$ cat config.mk
export PLATFORM = sky130hd
export DESIGN_NAME = usb_fs_tx_flat
export DESIGN_NICKNAME = d
export VERILOG_FILES = /design/src/rtl/usb_fs_tx_if.sv /design/src/rtl/usb_fs_tx.sv /design/src/flat_wrapper.sv
export SDC_FILE = /design/constraint.sdc
export NUM_CORES = 1
export LEC_CHECK = 0
export ABC_CLOCK_PERIOD_IN_PS = 3800
export CORE_MARGIN = 1.5
export CORE_UTILIZATION = 40
export CTS_BUF_LIST = sky130_fd_sc_hd__clkbuf_2 sky130_fd_sc_hd__clkbuf_4 sky130_fd_sc_hd__clkbuf_8
export DETAILED_ROUTE_END_ITERATION = 10
export HOLD_SLACK_MARGIN = 0.06
export PLACE_DENSITY = 0.62
export SLEW_MARGIN = 30
export SYNTH_ARGS = -nofsm -noshare
export SYNTH_HDL_FRONTEND = slang
export SYNTH_SLANG_ARGS = --single-unit
$ cat constraint.sdc
create_clock -name clk48mhz -period 3.8 [get_ports clk48mhz]
set_clock_uncertainty 0.15 [all_clocks]
set_input_delay 0.76 -clock clk48mhz [delete_from_list [all_inputs] [get_ports clk48mhz]]
set_output_delay 0.76 -clock clk48mhz [all_outputs]
set_load 0.05 [all_outputs]
$ cat src/rtl/usb_fs_tx_if.sv
// usb_fs_tx_if: application-side bundle for the full-speed USB transmitter.
//   pkt_start   request to send a packet (one cycle)
//   pid         PID nibble, captured with an accepted pkt_start
//   data        payload byte, consumed when data_strobe is high
//   data_valid  payload byte available; low at a byte boundary ends payload
//   data_strobe transmitter consumed data this cycle
//   busy        packet in progress
//   tx_en       line driver enable
//   tx_j        line state, 1=J 0=K (when tx_se0=0)
//   tx_se0      drive SE0
// master: packet source / line observer; slave: the transmitter.
interface usb_fs_tx_if;
    logic       pkt_start;
    logic [3:0] pid;
    logic [7:0] data;
    logic       data_valid;
    logic       data_strobe;
    logic       busy;
    logic       tx_en;
    logic       tx_j;
    logic       tx_se0;

    modport master (
        output pkt_start, pid, data, data_valid,
        input  data_strobe, busy, tx_en, tx_j, tx_se0
    );

    modport slave (
        input  pkt_start, pid, data, data_valid,
        output data_strobe, busy, tx_en, tx_j, tx_se0
    );
endinterface

$ cat src/rtl/usb_fs_tx.sv
// usb_fs_tx: full-speed (12 Mb/s) USB packet serializer.
// Emits SYNC, PID, optional payload + CRC16, bit stuffing, NRZI and EOP.
//   clk48mhz  48 MHz system clock
//   rst       synchronous reset, active-low
//   bus       usb_fs_tx_if.slave (packet request, payload feed, line outputs)
// Parameters:
//   BIT_CLKS   clock cycles per bit period
//   MAX_BYTES  payload limit; CRC follows automatically once reached
module usb_fs_tx #(
    parameter int unsigned BIT_CLKS  = 4,
    parameter int unsigned MAX_BYTES = 64
) (
    input  logic        clk48mhz,
    input  logic        rst,
    usb_fs_tx_if.slave  bus
);

    localparam int unsigned PW = (BIT_CLKS > 1) ? $clog2(BIT_CLKS) : 1;
    localparam logic [PW-1:0] PHASE_LAST = PW'(BIT_CLKS - 1);
    localparam logic [6:0]    MAXB       = 7'(MAX_BYTES);

    typedef enum logic [2:0] {
        ST_IDLE,
        ST_SYNC,
        ST_PID,
        ST_DATA,
        ST_CRC_LO,
        ST_CRC_HI,
        ST_EOP_SE0,
        ST_EOP_J
    } state_t;

    state_t        state, state_n;
    logic [PW-1:0] phase, phase_n;
    logic [7:0]    shreg, shreg_n;     // current field, bit on the line at [0]
    logic [2:0]    bit_cnt, bit_cnt_n; // bit within field / EOP period count
    logic [2:0]    ones_cnt, ones_n;
    logic [15:0]   crc, crc_n;         // reflected CRC16 register
    logic [6:0]    byte_cnt, byte_cnt_n;
    logic [3:0]    pid_lat, pid_n;
    logic          line_j, tx_j_n;
    logic          line_se0, tx_se0_n;
    logic          line_en, tx_en_n;
    logic          busy_reg, busy_n;

    logic          tick;
    logic          strobe;
    logic          data_bnd;
    logic          eop;
    logic          load;
    logic [7:0]    ld_val;
    logic          snd;
    logic          snd_bit;

    // Reflected form of polynomial 0x8005 (0xA001), LSB-first data. Sending
    // the complemented register low byte first, LSB first, matches the
    // bit-serial CRC over the payload bits.
    function automatic logic [15:0] crc16_byte(input logic [15:0] c, input logic [7:0] d);
        logic [15:0] r;
        r = c;
        for (int unsigned i = 0; i < 8; i++) begin
            r = (r >> 1) ^ (((r[0] ^ d[i]) == 1'b1) ? 16'hA001 : 16'h0000);
        end
        return r;
    endfunction

    always_ff @(posedge clk48mhz) begin
        if (!rst) begin
            state    <= ST_IDLE;
            phase    <= '0;
            shreg    <= '0;
            bit_cnt  <= '0;
            ones_cnt <= '0;
            crc      <= '1;
            byte_cnt <= '0;
            pid_lat  <= '0;
            line_j   <= 1'b1;
            line_se0 <= 1'b0;
            line_en  <= 1'b0;
            busy_reg <= 1'b0;
        end else begin
            state    <= state_n;
            phase    <= phase_n;
            shreg    <= shreg_n;
            bit_cnt  <= bit_cnt_n;
            ones_cnt <= ones_n;
            crc      <= crc_n;
            byte_cnt <= byte_cnt_n;
            pid_lat  <= pid_n;
            line_j   <= tx_j_n;
            line_se0 <= tx_se0_n;
            line_en  <= tx_en_n;
            busy_reg <= busy_n;
        end
    end

    always_comb begin
        state_n    = state;
        phase_n    = phase;
        shreg_n    = shreg;
        bit_cnt_n  = bit_cnt;
        ones_n     = ones_cnt;
        crc_n      = crc;
        byte_cnt_n = byte_cnt;
        pid_n      = pid_lat;
        tx_j_n     = line_j;
        tx_se0_n   = line_se0;
        tx_en_n    = line_en;
        busy_n     = busy_reg;
        strobe     = 1'b0;
        data_bnd   = 1'b0;
        eop        = 1'b0;
        load       = 1'b0;
        ld_val     = '0;
        snd        = 1'b0;
        snd_bit    = 1'b0;

        tick = (phase == PHASE_LAST);
        if (state != ST_IDLE) begin
            phase_n = tick ? '0 : phase + PW'(1);
        end

        case (state)
            ST_IDLE: begin
                if (bus.pkt_start) begin
                    state_n    = ST_SYNC;
                    pid_n      = bus.pid;
                    busy_n     = 1'b1;
                    tx_en_n    = 1'b1;
                    bit_cnt_n  = '0;
                    byte_cnt_n = '0;
                    crc_n      = '1;
                    // First SYNC bit goes out at this same edge.
                    load       = 1'b1;
                    ld_val     = 8'h80;
                end
            end

            ST_SYNC, ST_PID, ST_DATA, ST_CRC_LO, ST_CRC_HI: begin
                if (tick) begin
                    if (ones_cnt == 3'd6) begin
                        // Stuff bit: holds the field position, so a stuff
                        // after the last bit of a field delays the boundary.
                        tx_j_n = ~line_j;
                        ones_n = '0;
                    end else if (bit_cnt != 3'd7) begin
                        bit_cnt_n = bit_cnt + 3'd1;
                        shreg_n   = shreg >> 1;
                        snd       = 1'b1;
                        snd_bit   = shreg[1];
                    end else begin
                        bit_cnt_n = '0;
                        case (state)
                            ST_SYNC: begin
                                state_n = ST_PID;
                                load    = 1'b1;
                                ld_val  = {~pid_lat, pid_lat};
                            end
                            ST_PID: begin
                                if (pid_lat[1:0] == 2'b11) data_bnd = 1'b1;
                                else                       eop      = 1'b1;
                            end
                            ST_DATA: data_bnd = 1'b1;
                            ST_CRC_LO: begin
                                state_n = ST_CRC_HI;
                                load    = 1'b1;
                                ld_val  = ~crc[15:8];
                            end
                            default: eop = 1'b1;
                        endcase
                    end
                end
            end

            ST_EOP_SE0: begin
                if (tick) begin
                    if (bit_cnt == 3'd1) begin
                        state_n  = ST_EOP_J;
                        tx_se0_n = 1'b0;
                        tx_j_n   = 1'b1;
                    end else begin
                        bit_cnt_n = bit_cnt + 3'd1;
                    end
                end
            end

            ST_EOP_J: begin
                if (tick) begin
                    state_n = ST_IDLE;
                    tx_en_n = 1'b0;
                    busy_n  = 1'b0;
                    tx_j_n  = 1'b1;
                end
            end

            default: state_n = ST_IDLE;
        endcase

        // Byte boundary in the payload phase: take another byte or close with CRC.
        if (data_bnd) begin
            if (bus.data_valid && (byte_cnt < MAXB)) begin
                strobe     = 1'b1;
                state_n    = ST_DATA;
                load       = 1'b1;
                ld_val     = bus.data;
                crc_n      = crc16_byte(crc, bus.data);
                byte_cnt_n = byte_cnt + 7'd1;
            end else begin
                state_n = ST_CRC_LO;
                load    = 1'b1;
                ld_val  = ~crc[7:0];
            end
        end

        if (eop) begin
            state_n   = ST_EOP_SE0;
            tx_se0_n  = 1'b1;
            bit_cnt_n = '0;
        end

        if (load) begin
            shreg_n = ld_val;
            snd     = 1'b1;
            snd_bit = ld_val[0];
        end

        // NRZI: 0 toggles, 1 holds; track run of ones for stuffing.
        if (snd) begin
            tx_j_n = snd_bit ? line_j : ~line_j;
            ones_n = snd_bit ? ones_cnt + 3'd1 : '0;
        end
    end

    assign bus.data_strobe = rst & strobe;
    assign bus.busy        = busy_reg;
    assign bus.tx_en       = line_en;
    assign bus.tx_j        = line_j;
    assign bus.tx_se0      = line_se0;

endmodule

$ cat src/flat_wrapper.sv
// flat-port wrapper written by rule: the top's interface ports become plain ports
module usb_fs_tx_flat 
#(
    parameter int unsigned BIT_CLKS  = 4,
    parameter int unsigned MAX_BYTES = 64
)
  (clk48mhz, rst, bus_pkt_start, bus_pid, bus_data, bus_data_valid, bus_data_strobe, bus_busy, bus_tx_en, bus_tx_j, bus_tx_se0);
  usb_fs_tx_if bus_i ();
  input  logic clk48mhz;
  input  logic rst;
  input wire logic [$bits(bus_i.pkt_start)-1:0] bus_pkt_start;
  input wire logic [$bits(bus_i.pid)-1:0] bus_pid;
  input wire logic [$bits(bus_i.data)-1:0] bus_data;
  input wire logic [$bits(bus_i.data_valid)-1:0] bus_data_valid;
  output wire logic [$bits(bus_i.data_strobe)-1:0] bus_data_strobe;
  output wire logic [$bits(bus_i.busy)-1:0] bus_busy;
  output wire logic [$bits(bus_i.tx_en)-1:0] bus_tx_en;
  output wire logic [$bits(bus_i.tx_j)-1:0] bus_tx_j;
  output wire logic [$bits(bus_i.tx_se0)-1:0] bus_tx_se0;
  assign bus_i.pkt_start = bus_pkt_start;
  assign bus_i.pid = bus_pid;
  assign bus_i.data = bus_data;
  assign bus_i.data_valid = bus_data_valid;
  assign bus_data_strobe = bus_i.data_strobe;
  assign bus_busy = bus_i.busy;
  assign bus_tx_en = bus_i.tx_en;
  assign bus_tx_j = bus_i.tx_j;
  assign bus_tx_se0 = bus_i.tx_se0;
  usb_fs_tx #(.BIT_CLKS(BIT_CLKS), .MAX_BYTES(MAX_BYTES)) u_core (.clk48mhz(clk48mhz), .rst(rst), .bus(bus_i));
endmodule
After elaboration in Yosys (flattened, before gate mapping) --
Index checks and enable logic that the tools add are counted.
Storage, ports and cells: bits of input ports 16, word-level logic and storage cells 208, register bits after elaboration 49, output and inout port bits 5
Operators by class: $lt $le $gt $ge 1, add/sub/neg operators 4, eq/ne operators 41, bitwise logic cells 22, reduce and logical (&&, ||, !) cells 28, multiplexer cells 100
Operator list (number):
- $mux W16 | 12
- $xor A15 B16 Y16 | 8
- $mux W8 | 11
- $mux W3 | 21
- $mux W1 | 41
- $pmux W8 S2 | 2
- $mux W7 | 4
- $ne A3 B1 Y1 const B | 9
- $ne A4 B1 Y1 const B | 5
- $reduce_bool A2 Y1 | 10
- $not A8 Y8 | 2
- $reduce_and A8 Y1 | 2
- $eq A3 B3 Y1 const B | 5
- $ne A4 B2 Y1 const B | 3
- $pmux W3 S4 | 1
- $ne A3 B2 Y1 const B | 3
- $pmux W3 S3 | 1
- $reduce_and A3 Y1 | 3
- $ne A2 B1 Y1 const B | 4
- $ne A2 B2 Y1 const B | 4
- $pmux W1 S2 | 4
- $xor A1 B1 Y1 | 8
- $add A7 B1 Y7 const B | 1
- $lt A7 B7 Y1 const B | 1
- 24 further kinds | 31

Logic depth before layout (Yosys ltp) --
depth after elaboration 26, gate-level depth with buffers 9, depth with buffers taken out 8

Least setup slack after synthesis --
Ideal clock, no wire load.
path type register to output, start register u_core.bit_cnt[0], end output port bus_data_strobe, cell stages (with the launch flop) 8, slack 0.487 ns, required time 2.890 ns, buffers on the path 1, arrival time 2.403 ns, cells stage by stage dfxtp_1 > ha_1 > ha_1 > a21boi_4 > nand4b_4 > or3_1 > buf_2 > nor2_1
On the way: longest elaborated chain between the ends 7
RTL lines:
- start, declared | line usb_fs_tx.sv:36 | logic [2:0] bit_cnt, bit_cnt_n;
- start signal, assigned | line usb_fs_tx.sv:85 | bit_cnt <= bit_cnt_n;
- $ne A3 B3 Y1 | line usb_fs_tx.sv:146 | end else if (bit_cnt != 3'd7) begin
- $mux W1 | line usb_fs_tx.sv:146
- $mux W1 | line usb_fs_tx.sv:141 | if (ones_cnt == 3'd6) begin
- $mux W1 | line usb_fs_tx.sv:140 | if (tick) begin
- $mux W1 | line usb_fs_tx.sv:123 | case (state)
- $mux W1 | line usb_fs_tx.sv:200 | if (data_bnd) begin
- $and A1 B1 Y1 | line usb_fs_tx.sv:234 | assign bus.data_strobe = rst & strobe;
- end, declared | line flat_wrapper.sv:15 | output wire logic [$bits(bus_i.data_strobe)-1:0] bus_data_strobe;
Every way passes these cells.

Worst setup path in the final report --
Ends and elaborated chain as after synthesis.

==> reports/results.ini <==
[finish]
largest_reg_flops = 16
top_regs = u_core.crc: 16 flops, u_core.byte_cnt: 7 flops, u_core.shreg: 7 flops
area_growth_pct = 15.63
drive_above_1_share = 0.08493
register_area_um2 = 960.9
multi_input_area_um2 = 1719
final-instance-count-excl-fill = 445
final_core_util = 0.4767
n_fill_cell = 685
max_flop_register = u_core.crc
nets = 388
diodes = 0

[global_routing]
grt_overflow_total = 0
grt_pass1_wl_mm = 11.83
antenna_found_initial = 0
grt_pass1_vias = 2332
grt_usage = 0.2024
grt_max_degree = 25

[critical_path]
endpoint_kind = output pin
critPathLaunch = u_core.bit_cnt[0]
critical-path-top-delay-family = simple AND/OR/NAND/NOR gates
worstPathMaxFanout = 8
reg2reg_from = u_core.bit_cnt[0]
cp.arrival_ns = 2.44
crit_path_frequent_cell = ha_1
path_cells = ha_1 > ha_1 > a21boi_4 > nand4b_4 > or3_1 > nor2_1 > buf_12
crit_type = register to output pin
startpoint_type = register
cp_num_buf_inv = 1
rr_endpoint = u_core.shreg[6]
rr_worst_depth = 9
r2r_slack_ns = 1.10
cp.required_ns = 2.89
crit_path_max_incr_delay_ns = 0.43
slowest_stage = or3_1

[clock_network]
cts_tree = yes
ctsResizeCount = 0
cts_hold_buf = 0
clockBufferDepth = 2
cts_made_buffers = 5
htree_levels = 2
insertion_delay_ns = 0.31
root_buffer = clkbuf_8
clock_sinks = 48
clkTransAtPathRegs_ns = 0.09
post_cts_buffers = 0

[timing]
max_freq_mhz = 298.2
fin_setup_tns_ns = 0
fin_hold_ws_ns = 0.3067
rsz0062_at_grt = no
slew_viol_final = 0
setup_viol = 0
worst_pin_slew_ns = 0.5558
fin_crit_ns = 3.353
slew_headroom = 0.6290
hold_viol = 0
finalWorstSetupSlack_ns = 0.4467
fin_crit_sh = 0.8824

[die]
die_area_um2 = 7473
pin_count = 21
start_util = 0.4122
core_um2 = 6756
rows = 30
die_w_um = 86.45
die_h_um = 86.45

[power_and_ir_drop]
p_sw_mw = 0.3048
p_int_mw = 0.9257
p_leak_nw = 1.233
pwr-share-comb = 0.151
seqPwrFrac = 0.433
sw_frac_of_total = 0.2477
ir_drop_mv = 0.1794
p_per_area_nw_per_um2 = 382.1
power_frac_clock = 0.416

[synthesis]
yosys_register_bits = 48
syn-cell-area_um2 = 2785
ys.warnings.count = 0
synth_top_area_cell = dfxtp_1
syn_nets = 372
synth_common_cells = dfxtp_1 (48), nor2_1 (43), a21oi_1 (35), nand2_1 (34), o21ai_1 (20)
yosys.cell_count.top_type = dfxtp_1
synth_seq_area_share = 0.3450
synthTopCellsByArea = dfxtp_1 (35%), a21oi_1 (6.3%), nor2_1 (5.8%)
async_flop_share = 0
synth_flop_cell = dfxtp_1
synth_edf_count = 0
postSynthAreaPerCell_um2 = 8.003
synth.top_cell.area_share = 0.3450
synth.distinct_cells = 60
syn_inst = 348

[outcome]
status = completed

[placement]
port_buffers = 20
post-dp-hpwl_mm = 5.110
pre_cts_slack_ns = 0.5970
place_congestion = 0.8368
place_inst = 437

[detailed_routing]
wl_per_cell_um = 15.87
dr.pass1.iters = 5
via_per_inst = 5.676
vias = 2526
antenna_left = 0
drc = 0
wirelength_mm = 7.060
drtIter0Drc = 190

[worst_hold_path]
min_path_type = register to register
hold_end = u_core.byte_cnt[5]
min_from = u_core.byte_cnt[5]
hold_path_depth = 1

[flow_run]
maxCapViolCount = 0

cell type report:
class,instances,share of cell area
inverters,7,0.008159
clock inverters,3,0.02797
repair buffers,26,0.07925
multi-input cells,276,0.5338
clock buffers,5,0.02137
well taps,80,0.03108
flip-flops and latches,48,0.2984
power by group through the flow:
| stage | clock network [mW] | registers [mW] | logic, mW |
|---|---|---|---|
| after CTS | 0.520 | 0.533 | 0.187 |
| after global placement | 0 | 0.544 | 0.184 |
| after global routing | 0.537 | 0.535 | 0.206 |
| after detailed placement | 0 | 0.544 | 0.186 |
| after floorplan | 0 | 0.544 | 0.130 |
| final | 0.511 | 0.533 | 0.186 |
through the flow:
stage	cell area [um2]	power (mW)
global placement	3062	0.7279
finish	3221	1.230
CTS	3221	1.240
detailed placement	3062	0.7302
global route	3221	1.279
floorplan	2785	0.6741
routing by layer:
metal,part of all wire,track usage,vias up,wire [um]
met4,0.017,0.07185,0,121
met3,0.066,0.03238,7,464
met2,0.46,0.3217,68,3235
li1,-,-,1276,-
met5,0,0,-,0
met1,0.46,0.2782,1175,3239
worst max path at each step:
| stage | to | slack [ns] | cells past startpoint |
|---|---|---|---|
| 4_1_cts | bus_data_strobe | 0.43 | 7 |
| 5_1_grt | bus_data_strobe | 0.29 | 7 |
| 3_5_place_dp | bus_data_strobe | 0.60 | 5 |
| 6_report | bus_data_strobe | 0.45 | 7 |
| 3_3_place_gp | bus_data_strobe | 0.61 | 5 |
| 2_1_floorplan | bus_data_strobe | 0.49 | 7 |
cells by family after synthesis:
group / Yosys count / share of synthesized area
buffers and inverters: 24 / 0.03773
DFF: 48 / 0.3450
adders and majority gates: 8 / 0.03594
muxes: 4 / 0.01482
xor gates and xnor gates: 22 / 0.08041
and+or+nand+nor: 136 / 0.2462
AOI/OAI and AO/OA: 106 / 0.2399
placed cells by master (no fill, tap or decap), types with 6 or more instances in the layout:
cell type / count
buf_4: 6
o21ai_1: 20
xnor2_1: 11
o21ai_0: 10
inv_1: 6
clkdlybuf4s50_1: 19
dfxtp_1: 48
xor2_1: 8
ha_1: 8
nand2_1: 34
nor2_1: 43
o22ai_1: 7
a21oi_1: 35
nand2b_1: 7
nor3_1: 19
(Power assumes the default switching activity.)
